[config.mk]
export PLATFORM = sky130hd
export DESIGN_NAME = dcache_ctrl
export DESIGN_NICKNAME = d
export VERILOG_FILES = /design/src/rtl/dcache_ctrl.sv
export SDC_FILE = /design/constraint.sdc
export NUM_CORES = 1
export LEC_CHECK = 0
export ABC_CLOCK_PERIOD_IN_PS = 6700
export CAP_MARGIN = 15
export CORE_ASPECT_RATIO = 1.1
export CORE_UTILIZATION = 60
export DETAILED_ROUTE_END_ITERATION = 10
export PLACE_DENSITY = 0.84
export SYNTH_ARGS = -nofsm -noshare
export SYNTH_HDL_FRONTEND = slang
export SYNTH_SLANG_ARGS = --single-unit
export TNS_END_PERCENT = 1
[constraint.sdc]
create_clock -name clk -period 6.7 [get_ports clk]
set_input_delay 1.34 -clock clk [delete_from_list [all_inputs] [get_ports clk]]
set_output_delay 1.34 -clock clk [all_outputs]
set_load 0.01 [all_outputs]
[src/rtl/dcache_ctrl.sv]
// Direct-mapped, write-through data cache controller with one-word lines.
// Read hits return data in the same cycle; read misses and stores stall until the backing memory acks.
module dcache_ctrl #(
    parameter int unsigned LINES = 16,
    parameter int unsigned AW    = 16,
    parameter int unsigned DW    = 16
) (
    input  logic          clk,
    input  logic          rst,
    input  logic          cpu_re,
    input  logic          cpu_we,
    input  logic [AW-1:0] cpu_addr,
    input  logic [DW-1:0] cpu_wdata,
    output logic [DW-1:0] cpu_rdata,
    output logic          stall,
    input  logic          flush,
    output logic          mem_req,
    output logic          mem_we,
    output logic [AW-1:0] mem_addr,
    output logic [DW-1:0] mem_wdata,
    input  logic          mem_ack,
    input  logic [DW-1:0] mem_rdata,
    output logic [15:0]   hit_cnt,
    output logic [15:0]   miss_cnt
);

    localparam int unsigned IDX_W = $clog2(LINES);
    localparam int unsigned TAG_W = AW - IDX_W;
    localparam int unsigned CNT_W = 16;
    localparam logic [CNT_W-1:0] CNT_MAX = {CNT_W{1'b1}};

    typedef enum logic [1:0] {
        IDLE    = 2'd0,
        RD_MISS = 2'd1,
        WR_THRU = 2'd2
    } state_e;

    state_e             state_q, state_d;
    logic [LINES-1:0]   valid_q, valid_d;
    logic [AW-1:0]      mem_addr_q, mem_addr_d;
    logic [DW-1:0]      mem_wdata_q, mem_wdata_d;
    logic [CNT_W-1:0]   hit_cnt_q, hit_cnt_d;
    logic [CNT_W-1:0]   miss_cnt_q, miss_cnt_d;

    // Tag and data arrays carry no reset; valid_q alone qualifies them.
    logic [TAG_W-1:0]   tag_mem  [LINES];
    logic [DW-1:0]      data_mem [LINES];

    logic               line_we;
    logic [DW-1:0]      line_wdata;

    logic [IDX_W-1:0]   cpu_idx;
    logic [TAG_W-1:0]   cpu_tag;
    logic [IDX_W-1:0]   cap_idx;
    logic [TAG_W-1:0]   cap_tag;
    logic               cpu_hit;
    logic               cap_hit;

    assign cpu_idx = cpu_addr[IDX_W-1:0];
    assign cpu_tag = cpu_addr[AW-1:IDX_W];
    assign cap_idx = mem_addr_q[IDX_W-1:0];
    assign cap_tag = mem_addr_q[AW-1:IDX_W];

    // Lookup for the incoming request, and for the captured address at the end of a store.
    assign cpu_hit = valid_q[cpu_idx] && (tag_mem[cpu_idx] == cpu_tag);
    assign cap_hit = valid_q[cap_idx] && (tag_mem[cap_idx] == cap_tag);

    always_comb begin
        state_d     = state_q;
        valid_d     = valid_q;
        mem_addr_d  = mem_addr_q;
        mem_wdata_d = mem_wdata_q;
        hit_cnt_d   = hit_cnt_q;
        miss_cnt_d  = miss_cnt_q;
        line_we     = 1'b0;
        line_wdata  = mem_rdata;
        stall       = 1'b0;
        cpu_rdata   = '0;

        unique case (state_q)
            IDLE: begin
                if (cpu_we) begin
                    state_d     = WR_THRU;
                    mem_addr_d  = cpu_addr;
                    mem_wdata_d = cpu_wdata;
                    stall       = 1'b1;
                end else if (cpu_re) begin
                    if (cpu_hit) begin
                        cpu_rdata = data_mem[cpu_idx];
                        if (hit_cnt_q != CNT_MAX) begin
                            hit_cnt_d = hit_cnt_q + CNT_W'(1);
                        end
                    end else begin
                        state_d    = RD_MISS;
                        mem_addr_d = cpu_addr;
                        stall      = 1'b1;
                        if (miss_cnt_q != CNT_MAX) begin
                            miss_cnt_d = miss_cnt_q + CNT_W'(1);
                        end
                    end
                end else if (flush) begin
                    valid_d = '0;
                end
            end

            // Fill completes on the ack edge; the ack cycle itself bypasses mem_rdata.
            RD_MISS: begin
                stall = ~mem_ack;
                if (mem_ack) begin
                    cpu_rdata        = mem_rdata;
                    state_d          = IDLE;
                    valid_d[cap_idx] = 1'b1;
                    line_we          = 1'b1;
                    line_wdata       = mem_rdata;
                end
            end

            // Write-through without allocation: only a resident line is refreshed.
            WR_THRU: begin
                stall = ~mem_ack;
                if (mem_ack) begin
                    state_d = IDLE;
                    if (cap_hit) begin
                        line_we    = 1'b1;
                        line_wdata = mem_wdata_q;
                    end
                end
            end

            default: begin
                state_d = IDLE;
            end
        endcase
    end

    always_ff @(posedge clk or posedge rst) begin
        if (rst) begin
            state_q     <= IDLE;
            valid_q     <= '0;
            mem_addr_q  <= '0;
            mem_wdata_q <= '0;
            hit_cnt_q   <= '0;
            miss_cnt_q  <= '0;
        end else begin
            state_q     <= state_d;
            valid_q     <= valid_d;
            mem_addr_q  <= mem_addr_d;
            mem_wdata_q <= mem_wdata_d;
            hit_cnt_q   <= hit_cnt_d;
            miss_cnt_q  <= miss_cnt_d;
        end
    end

    always_ff @(posedge clk) begin
        if (line_we) begin
            tag_mem[cap_idx]  <= cap_tag;
            data_mem[cap_idx] <= line_wdata;
        end
    end

    assign mem_req   = (state_q != IDLE);
    assign mem_we    = (state_q == WR_THRU);
    assign mem_addr  = mem_addr_q;
    assign mem_wdata = mem_wdata_q;
    assign hit_cnt   = hit_cnt_q;
    assign miss_cnt  = miss_cnt_q;

endmodule

# Word level (Yosys, flattened, before mapping)
# Memory sizes are Yosys's and may differ from the RTL's.
# Index checks and enable logic that the tools add are counted.
dict set report word_totals {
  reg_bits 82
  mem_bits_rw 448
  input_bits 54
  output_inout_bits 83
  elab_cells 82
  memories 2
}
# name depth width rd rd_ports_with_merged_regs write_ports line_no
set mem_list {}
lappend mem_list {data_mem 16 16 1 0 1 47} ;# logic [DW-1:0] data_mem [LINES];
lappend mem_list {tag_mem 16 12 2 0 1 46} ;# logic [TAG_W-1:0] tag_mem [LINES];
dict set report op_classes {
  add_sub_neg 2
  n_lt_le_gt_ge 3
  n_eq_ne 14
  muxes 37
  n_bitwise 4
  n_reduce_logical 14
}
# operator count
set ops {}
lappend ops {{16-bit two-way mux} 14}
lappend ops {{16-bit one-hot mux with 2 select lines} 2}
lappend ops {{16-bit by 1-bit adder with 16-bit output, second input constant} 2}
lappend ops {{16-bit inequality test, second input constant} 2}
lappend ops {{12-bit equality test} 2}
lappend ops {{16-bit OR} 1}
lappend ops {{5-bit AND reduction} 3}
lappend ops {{1-bit two-way mux} 11}
lappend ops {{4-bit by 5-bit < comparator with 1-bit output, second input constant} 2}
lappend ops {{2-bit inequality test, second input constant} 5}
lappend ops {{1-bit binary-select mux with 4-bit select} 2}
lappend ops {{2-bit two-way mux} 4}
lappend ops {{3-bit inequality test, second input constant} 2}
lappend ops {{3-bit AND reduction} 2}
lappend ops {{2-bit nonzero test} 3}
lappend ops {{1-bit demux with 4-bit select} 1}
lappend ops {{4-bit by 1-bit >= comparator with 1-bit output, second input constant} 1}
lappend ops {{1-bit one-hot mux with 2 select lines} 2}
lappend ops {{2-bit one-hot mux with 2 select lines} 1}
lappend ops {{1-bit logical AND} 3}
lappend ops {{1-bit NOT} 3}
lappend ops {{2-bit by 1-bit equality test with 1-bit output, second input constant} 1}
lappend ops {{2-bit equality test, second input constant} 1}
lappend ops {{2-bit logical NOT} 1}
lappend ops {{3 further kinds} 3}

# Depth between registers and ports, before layout
# Gate-level depths: netlist of run 1.
dict set report depth {
  ltp_word 8
  mapped_depth 14
  mapped_depth_nobuf 8
}

# Worst setup path after synthesis of run 1
# No wires, ideal clock.
dict set report synth_timing {
  path_type {register to register}
  from {register mem_addr_q[0], in the netlist mem_addr[0]}
  to {memory data_mem[0][0], enable pin}
  setup_ns 0.484
  arrival_time_ns 5.599
  t_required_ns 6.216
  setup_slack_ns 0.618
  path_stages_with_launch 13
  n_path_buf 4
  synth_period_minus_slack_ns 6.082
  path_cell_list {dfrtp_1 > buf_6 > buf_8 > mux4_2 > mux4_2 > xnor2_1 > nand4_1 > a21oi_1 > or4b_1 > buf_6 > nor2b_4 > buf_6 > nor4_1}
}
dict set report synth_via {
  elab_chain_len 8
  elab_cells_between_ends 10
  cone_classes {eq/ne (1); mux (7); reduce/logical (1); memory (1)}
}
# element line_no
set synth_rtl {}
lappend synth_rtl {{start: declaration} 40} ;# logic [AW-1:0] mem_addr_q, mem_addr_d;
lappend synth_rtl {{start signal: assignment} 147} ;# mem_addr_q <= mem_addr_d;
lappend synth_rtl {{memory read 16 x 12 bit / 1-bit binary-select mux with 4-bit select (equally long branches)} --}
lappend synth_rtl {{12-bit equality test / 1-bit two-way mux (equally long branches)} 66} ;# assign cap_hit = valid_q[cap_idx] && (tag_mem[cap_idx] == cap_tag);
lappend synth_rtl {{1-bit logical AND} 66}
lappend synth_rtl {{1-bit two-way mux} 123} ;# if (cap_hit) begin
lappend synth_rtl {{1-bit two-way mux} 121} ;# if (mem_ack) begin
lappend synth_rtl {{1-bit one-hot mux with 2 select lines} 80} ;# unique case (state_q)
lappend synth_rtl {{1-bit two-way mux} 155} ;# if (line_we) begin
lappend synth_rtl {{1-bit two-way mux (implied by the code)} 157} ;# data_mem[cap_idx] <= line_wdata;
lappend synth_rtl {{end: declaration} 47}
# Parallel ways exist; a longest one is shown, timed or not. The select of a mux whose other input is x is not followed.

# Final worst setup path of run 1
dict set report layout_timing {
  from {input cpu_addr[2]}
  to {output cpu_rdata[0]}
}
dict set report layout_via {
  elab_chain_len 7
  elab_cells_between_ends 10
  cone_classes {eq/ne (1); mux (6); reduce/logical (1); memory (2)}
}
# element line_no
set layout_rtl {}
lappend layout_rtl {{start: declaration} 12} ;# input logic [AW-1:0] cpu_addr,
lappend layout_rtl {{memory read 16 x 12 bit / 1-bit binary-select mux with 4-bit select (equally long branches)} --}
lappend layout_rtl {{12-bit equality test / 1-bit two-way mux (equally long branches)} 65} ;# assign cpu_hit = valid_q[cpu_idx] && (tag_mem[cpu_idx] == cpu_tag);
lappend layout_rtl {{1-bit logical AND} 65}
lappend layout_rtl {{16-bit two-way mux (*)} 88} ;# if (cpu_hit) begin
lappend layout_rtl {{16-bit two-way mux (*)} 87} ;# end else if (cpu_re) begin
lappend layout_rtl {{16-bit two-way mux (*)} 82} ;# if (cpu_we) begin
lappend layout_rtl {{16-bit one-hot mux with 2 select lines (*)} 80}
lappend layout_rtl {{end: declaration} 14} ;# output logic [DW-1:0] cpu_rdata,
# Every way passes the cells marked *; elsewhere a longest branch is shown, timed or not. The select of a mux whose other input is x is not followed.

==> results of run 1 <==
==> per-layer routing <==
metal	vias up	routed length, um	global-route usage
met5	-	0	0
met4	0	2767	0.1474
met3	194	5649	0.06899
met2	916	30050	0.5180
met1	6999	20660	0.3985
li1	5355	-	-
==> stage by stage <==
step / utilization / hold WS (ps)
CTS: 0.7093 / 491.7
global route: 0.7094 / 515.4
finish: 0.7094 / 486.1
floorplan: - / 473.5
detailed placement: 0.6657 / 478.9
global placement: 0.6657 / 478.0
==> layout by cell type, fill, tap and decap left out, types with 4 or more instances in the layout <==
| cell type | n |
|---|---|
| a21oi_1 | 21 |
| a22o_1 | 18 |
| a22oi_1 | 5 |
| a31oi_1 | 7 |
| and3_1 | 14 |
| buf_12 | 7 |
| buf_4 | 45 |
| clkbuf_1 | 11 |
| clkbuf_16 | 53 |
| clkbuf_8 | 5 |
| clkdlybuf4s50_1 | 132 |
| clkinv_1 | 8 |
| clkinv_2 | 10 |
| clkinvlp_4 | 4 |
| dfrtp_1 | 80 |
| edfxtp_1 | 448 |
| ha_1 | 6 |
| inv_1 | 12 |
| mux2_2 | 61 |
| mux2i_1 | 37 |
| mux4_2 | 185 |
| nand2_1 | 21 |
| nand2b_1 | 5 |
| nand3_1 | 30 |
| nand4_1 | 13 |
| nor2_1 | 34 |
| nor2b_1 | 4 |
| nor3_1 | 8 |
| nor3_2 | 10 |
| nor4_1 | 11 |
| o21ai_0 | 4 |
| o22ai_1 | 6 |
| or2_2 | 4 |
| xnor2_1 | 24 |
| xor2_1 | 28 |
==> final cells by class <==
| cell class | count | area [um2] | area share |
|---|---|---|---|
| Tap cell | 500 | 625.6 | 0.02315 |
| Clock inverter | 26 | 225.2 | 0.008333 |
| Sequential cell | 530 | 15510 | 0.5739 |
| Multi-Input combinational cell | 594 | 7352 | 0.2720 |
| Clock buffer | 69 | 1436 | 0.05315 |
| Timing Repair Buffer | 186 | 1823 | 0.06745 |
| Inverter | 14 | 55.05 | 0.002037 |
==> cells by family after synthesis <==
group	synth area share
and+or+nand+nor	0.04065
DFF	0.6681
xor gates and xnor gates	0.01963
muxes	0.2251
AOI/OAI and AO/OA	0.02405
buffers and inverters	0.01919
adders and majority gates	0.003235
==> where the power goes <==
part	total, W	switching, W	internal [W]
Sequential	0.00440	0.000449	0.00395
Combinational	0.00203	0.000971	0.00106
Clock	0.00287	0.00125	0.00162
Total	0.00930	0.00267	0.00664
==> state kept, by name, indices dropped and copies added, names as in the netlist <==
| name | flops |
|---|---|
| data_mem | 256 |
| mem_addr | 16 |
| tag_mem | 192 |
| mem_wdata | 16 |
| valid_q | 16 |
| miss_cnt | 16 |
| state_q | 2 |
| hit_cnt | 16 |
==> worst register-to-register path: cells and delay by family, from the launching register on <==
family / cells / cell delay (ps)
simple gates: 3 / 1560
buf+inv: 3 / 1070
flops: 1 / 1060
compound gates: 3 / 770
mux: 2 / 640
==> worst max path at each step <==
stage | cells after the start | startpoint | slack, ps | end
2_1_floorplan | 12 | mem_addr[0]$_DFFE_PP0P_ | 620 | data_mem[0][0]$_DFFE_PP_
3_3_place_gp | 11 | cpu_addr[3] | 310 | cpu_rdata[6]
3_5_place_dp | 11 | cpu_addr[3] | 170 | cpu_rdata[3]
4_1_cts | 11 | cpu_addr[3] | 130 | cpu_rdata[0]
5_1_grt | 11 | cpu_addr[2] | 220 | cpu_rdata[0]
6_report | 11 | cpu_addr[2] | 270 | cpu_rdata[0]
==> flow_summary.yaml, run 1 <==
status:
  outcome: "finished clean"
clock_network:
  cts-root-buf: "clkbuf_16"
  numCtsBuffers: 51
  cts.sinks: 530
  h-tree-depth: 2
  cts_buffer_depth: 3
  path_clk_slew_ps: 70
  clk_latency_ps: 610
  cts_tree: "done"
  post_cts_buffers: 0
  cts_hold_buf: 0
  cts.repair.resized: 0
drt:
  avgRoutedWirePerCell_um: 30.81
  wl_mm: 59.13
  drtAntennaViolNets: 0
  drc_errors: 0
  drtIter0Drc: 1564
  vias: 13464
  via_per_inst: 7.016
  dr.pass1.iters: 6
flow_run:
  max_cap_viol_count: 0
place:
  dpl-instance-area_um2: 25360
  place_inst: 1824
  dp_hpwl_mm: 34.01
  gp_congestion: 0.9313
  port_buffers: 136
  dp_slack_ps: 172.4
yosys:
  synth.most_common_cell: "edfxtp_1"
  netlist.area_leader.share: 0.5797
  yosysWarnings: 0
  ys_types: 54
  synth_cells: 1210
  synthFlopType: "edfxtp_1"
  syn_area_per_cell_um2: 19.18
  syn_area_um2: 23210
  yosysTopAreaCell: "edfxtp_1"
  syn_nets: 1270
  synth_common_cells: "edfxtp_1 (448), mux4_2 (185), dfrtp_1 (82)"
  synth-seq-area-share: 0.6681
  synth_edf_count: 448
  async_flop_share: 0.1547
  ys_seq_elements: 530
  synthTopCellsByArea: "edfxtp_1 (58%), mux4_2 (18%), dfrtp_1 (8.8%)"
setup_path:
  rrSetupSlack_ps: 1280
  critPathCaptureType: "output port"
  path_delay_family: "buffers and inverters"
  critPathLaunchType: "primary input"
  r2r_end: "data_mem[9][2]$_DFFE_PP_"
  max_stage_delay_ps: 640
  path_cells: "buf_4 -> buf_4 -> mux4_2 -> mux2i_1 -> o22ai_1 -> xor2_1 -> nor4_1 -> and4_1 -> buf_4 -> a22o_1 -> clkdlybuf4s50_1"
  critPathMaxFanout: 45
  crit_arrival_ps: 5090
  ff2ff_path_depth: 11
  cp_common_cell: "buf_4"
  slowest_stage: "buf_4"
  cp.required_ps: 5360
  crit_type: "in -> out"
  regToRegStartpoint: "mem_addr[1]$_DFFE_PP0P_"
  path_buf_inv: 4
timing:
  setup_violations: 0
  fmax_ghz: 0.1555
  finClkSkew_ps: 19.21
  tns_ps: 0
  period_share: 0.9597
  worst_slew_pin_slew_ps: 1056
  rsz0062_at_grt: "no"
  setup_slack_ps: 270.3
  maxSlewViolCount: 0
  hold_violations: 0
  relSlewSlack: 0.2958
  fin_crit_ps: 6430
power:
  power_leakage_nw: 9.124
  vdd_drop_max_v: 0.0003736
  total_power_w: 0.009303
  p_per_area_nw_per_um2: 344.2
die:
  design.core.area_um2: 38100
  dieArea_um2: 39470
  die_h_um: 208.3
  fp.dieW_um: 189.5
  num_io_pins: 137
  rows: 75
  initial_core_util: 0.6091
global_routing:
  antenna_found_initial: 0
  grt_pass1_wl_mm: 88.74
  grt_max_degree: 68
  grt_usage: 0.3137
  overflow: 0
  grt_pass1_vias: 13915
worst_hold_path:
  holdPathEnd: "miss_cnt[10]$_DFFE_PP0P_"
  holdPathStages: 1
  hold_path_class: "reg -> reg"
  min_from: "miss_cnt[10]$_DFFE_PP0P_"
cells_and_area:
  stdcell_count: 1919
  nets: 1437
  fin_area_um2: 27030
  n_fill_cell: 2296
  drive_gt1_frac: 0.2840
  antennaDiodeCount: 0
  area_growth_pct: 16.47
Power figures use the tool's default switching activity.
==> run 2, diff against run 1 <==
- CORE_UTILIZATION: 60 -> 25
- PLACE_DENSITY: 0.84 -> 0.44
==> flow_summary.yaml, run 2 (same netlist as run 1, synthesis figures left out) <==
status:
  outcome: "finished clean"
clock_network:
  clk_latency_ps: 640
  cts_hold_buf: 0
  path_clk_slew_ps: 50
  cts-root-buf: "clkbuf_16"
  numCtsBuffers: 60
  cts.sinks: 530
  post_cts_buffers: 0
  cts.repair.resized: 0
  h-tree-depth: 2
  cts_tree: "done"
  cts_buffer_depth: 3
drt:
  wl_mm: 67.08
  avgRoutedWirePerCell_um: 25.48
  drtIter0Drc: 1197
  drtAntennaViolNets: 0
  dr.pass1.iters: 5
  vias: 12749
  via_per_inst: 4.842
  drc_errors: 0
setup_path:
  r2r_end: "data_mem[2][11]$_DFFE_PP_"
  regToRegStartpoint: "mem_addr[1]$_DFFE_PP0P_"
  ff2ff_path_depth: 10
  crit_type: "in -> out"
  cp.required_ps: 5360
  rrSetupSlack_ps: 1560
  critPathMaxFanout: 18
  critPathCaptureType: "output port"
  critPathLaunchType: "primary input"
  crit_arrival_ps: 5000
power:
  p_per_area_nw_per_um2: 345.9
  clockPowerShare: 0.334
  vdd_drop_max_v: 0.0002177
  switching_share: 0.2892
  total_power_w: 0.009771
  intPower_w: 0.006945
  p_seq_frac: 0.451
  comb_power_share: 0.216
  p_sw_w: 0.002826
  power_leakage_nw: 9.332
die:
  dieArea_um2: 94050
  num_io_pins: 137
  design.core.area_um2: 91440
  initial_core_util: 0.2538
  rows: 116
  fp.dieW_um: 292.5
  die_h_um: 321.5
cells_and_area:
  n_fill_cell: 8888
  multi_input_area_um2: 7352
  largestRegisters: "data_mem x256, tag_mem x192"
  drive_gt1_frac: 0.2987
  antennaDiodeCount: 0
  regMostFlops: "data_mem"
  final_common_cell: "edfxtp_1"
  largest_reg_flops: 256
  final_cell_mix: "edfxtp_1 (448), mux4_2 (185), clkdlybuf4s50_1 (133)"
  nets: 1462
  register_area_um2: 15510
  area_growth_pct: 21.73
timing:
  finClkSkew_ps: 36.20
  tns_ps: 0
  maxSlewViolCount: 0
  relSlewSlack: 0.2122
  period_share: 0.9463
  hold_violations: 0
  rsz0062_at_grt: "no"
  setup_violations: 0
  worst_slew_pin_slew_ps: 1173
  fin_crit_ps: 6340
  fmax_ghz: 0.1577
place:
  gp_congestion: 0.7928
  dp_hpwl_mm: 41.48
  port_buffers: 136
flow_run:
  max_cap_viol_count: 0
worst_hold_path:
  min_from: "miss_cnt[7]$_DFFE_PP0P_"
  holdPathStages: 1
  hold_path_class: "reg -> reg"
  holdPathEnd: "miss_cnt[7]$_DFFE_PP0P_"
global_routing:
  antenna_found_initial: 2
  grt_pass1_wl_mm: 97.95
  overflow: 0
  grt_pass1_vias: 13585
  grt_usage: 0.1437
  grt_max_degree: 51
==> run 2: changes by cell type in the layout (fill, tap and decap cells not counted), sizes merged <==
cell	delta
clkbuf	+17
buf	+16
clkinv	-2
inv	+2
bufinv	+1
clkdlybuf4s50	+1
dlymetal6s2s	-1
==> run 2: worst max-delay path, cell delays in order <==
cell and delay, ps:
clkdlybuf4s50_1 770, mux4_2 390, mux2_2 300, or4b_1 470, o2111a_1 210, a2111oi_2 270
and4_1 310, buf_12 200, a22o_1 170, clkdlybuf4s50_1 550
==> run 2: layout make-up <==
class / count / share of cell area
flip-flops and latches: 530 / 0.5491
multi-input cells: 594 / 0.2603
repair buffers: 202 / 0.06693
clock buffers: 86 / 0.06050
well taps: 1180 / 0.05227
clock inverters: 27 / 0.009036
inverters: 14 / 0.001949
==> run 2: layer usage <==
| layer | global-route usage | wire [um] |
|---|---|---|
| met1 | 0.1910 | 28800 |
| met2 | 0.2413 | 33280 |
| met3 | 0.01842 | 3000 |
| met4 | 0.04945 | 2004 |
| met5 | 0 | 0 |
==> run 2: worst max-delay path by stage <==
stage | from | endpoint | slack (ps) | cells past startpoint
final | cpu_addr[3] | cpu_rdata[15] | 360 | 10
after global routing | cpu_addr[3] | cpu_rdata[6] | 180 | 11
after CTS | cpu_addr[3] | cpu_rdata[15] | 290 | 11
after detailed placement | cpu_addr[3] | cpu_rdata[15] | 310 | 11
after global placement | cpu_addr[3] | cpu_rdata[15] | 340 | 10
after floorplan | mem_addr[0]$_DFFE_PP0P_ | data_mem[0][0]$_DFFE_PP_ | 620 | 12
==> run 2: power groups by stage <==
| stage | Combinational [W] | Sequential (W) | Clock [W] |
|---|---|---|---|
| 3_5_place_dp | 0.00214 | 0.00448 | 0 |
| 2_1_floorplan | 0.00135 | 0.00429 | 0 |
| 5_1_grt | 0.00226 | 0.00447 | 0.00346 |
| 4_1_cts | 0.00215 | 0.00442 | 0.00335 |
| 6_report | 0.00211 | 0.00440 | 0.00326 |
| 3_3_place_gp | 0.00213 | 0.00448 | 0 |
==> run 2: metrics by stage <==
stage	utilization	instances	worst slack (ps)	instance area [um2]	hold slack [ps]
after floorplan	-	1210	617.6	23210	473.5
after global placement	0.2875	2520	341.6	26280	483.8
after detailed placement	0.2875	2520	314.1	26280	490.4
after CTS	0.3089	2633	288.0	28250	502.0
after global routing	0.3089	2633	180.2	28250	518.0
final	0.3089	2633	360.0	28250	501.6
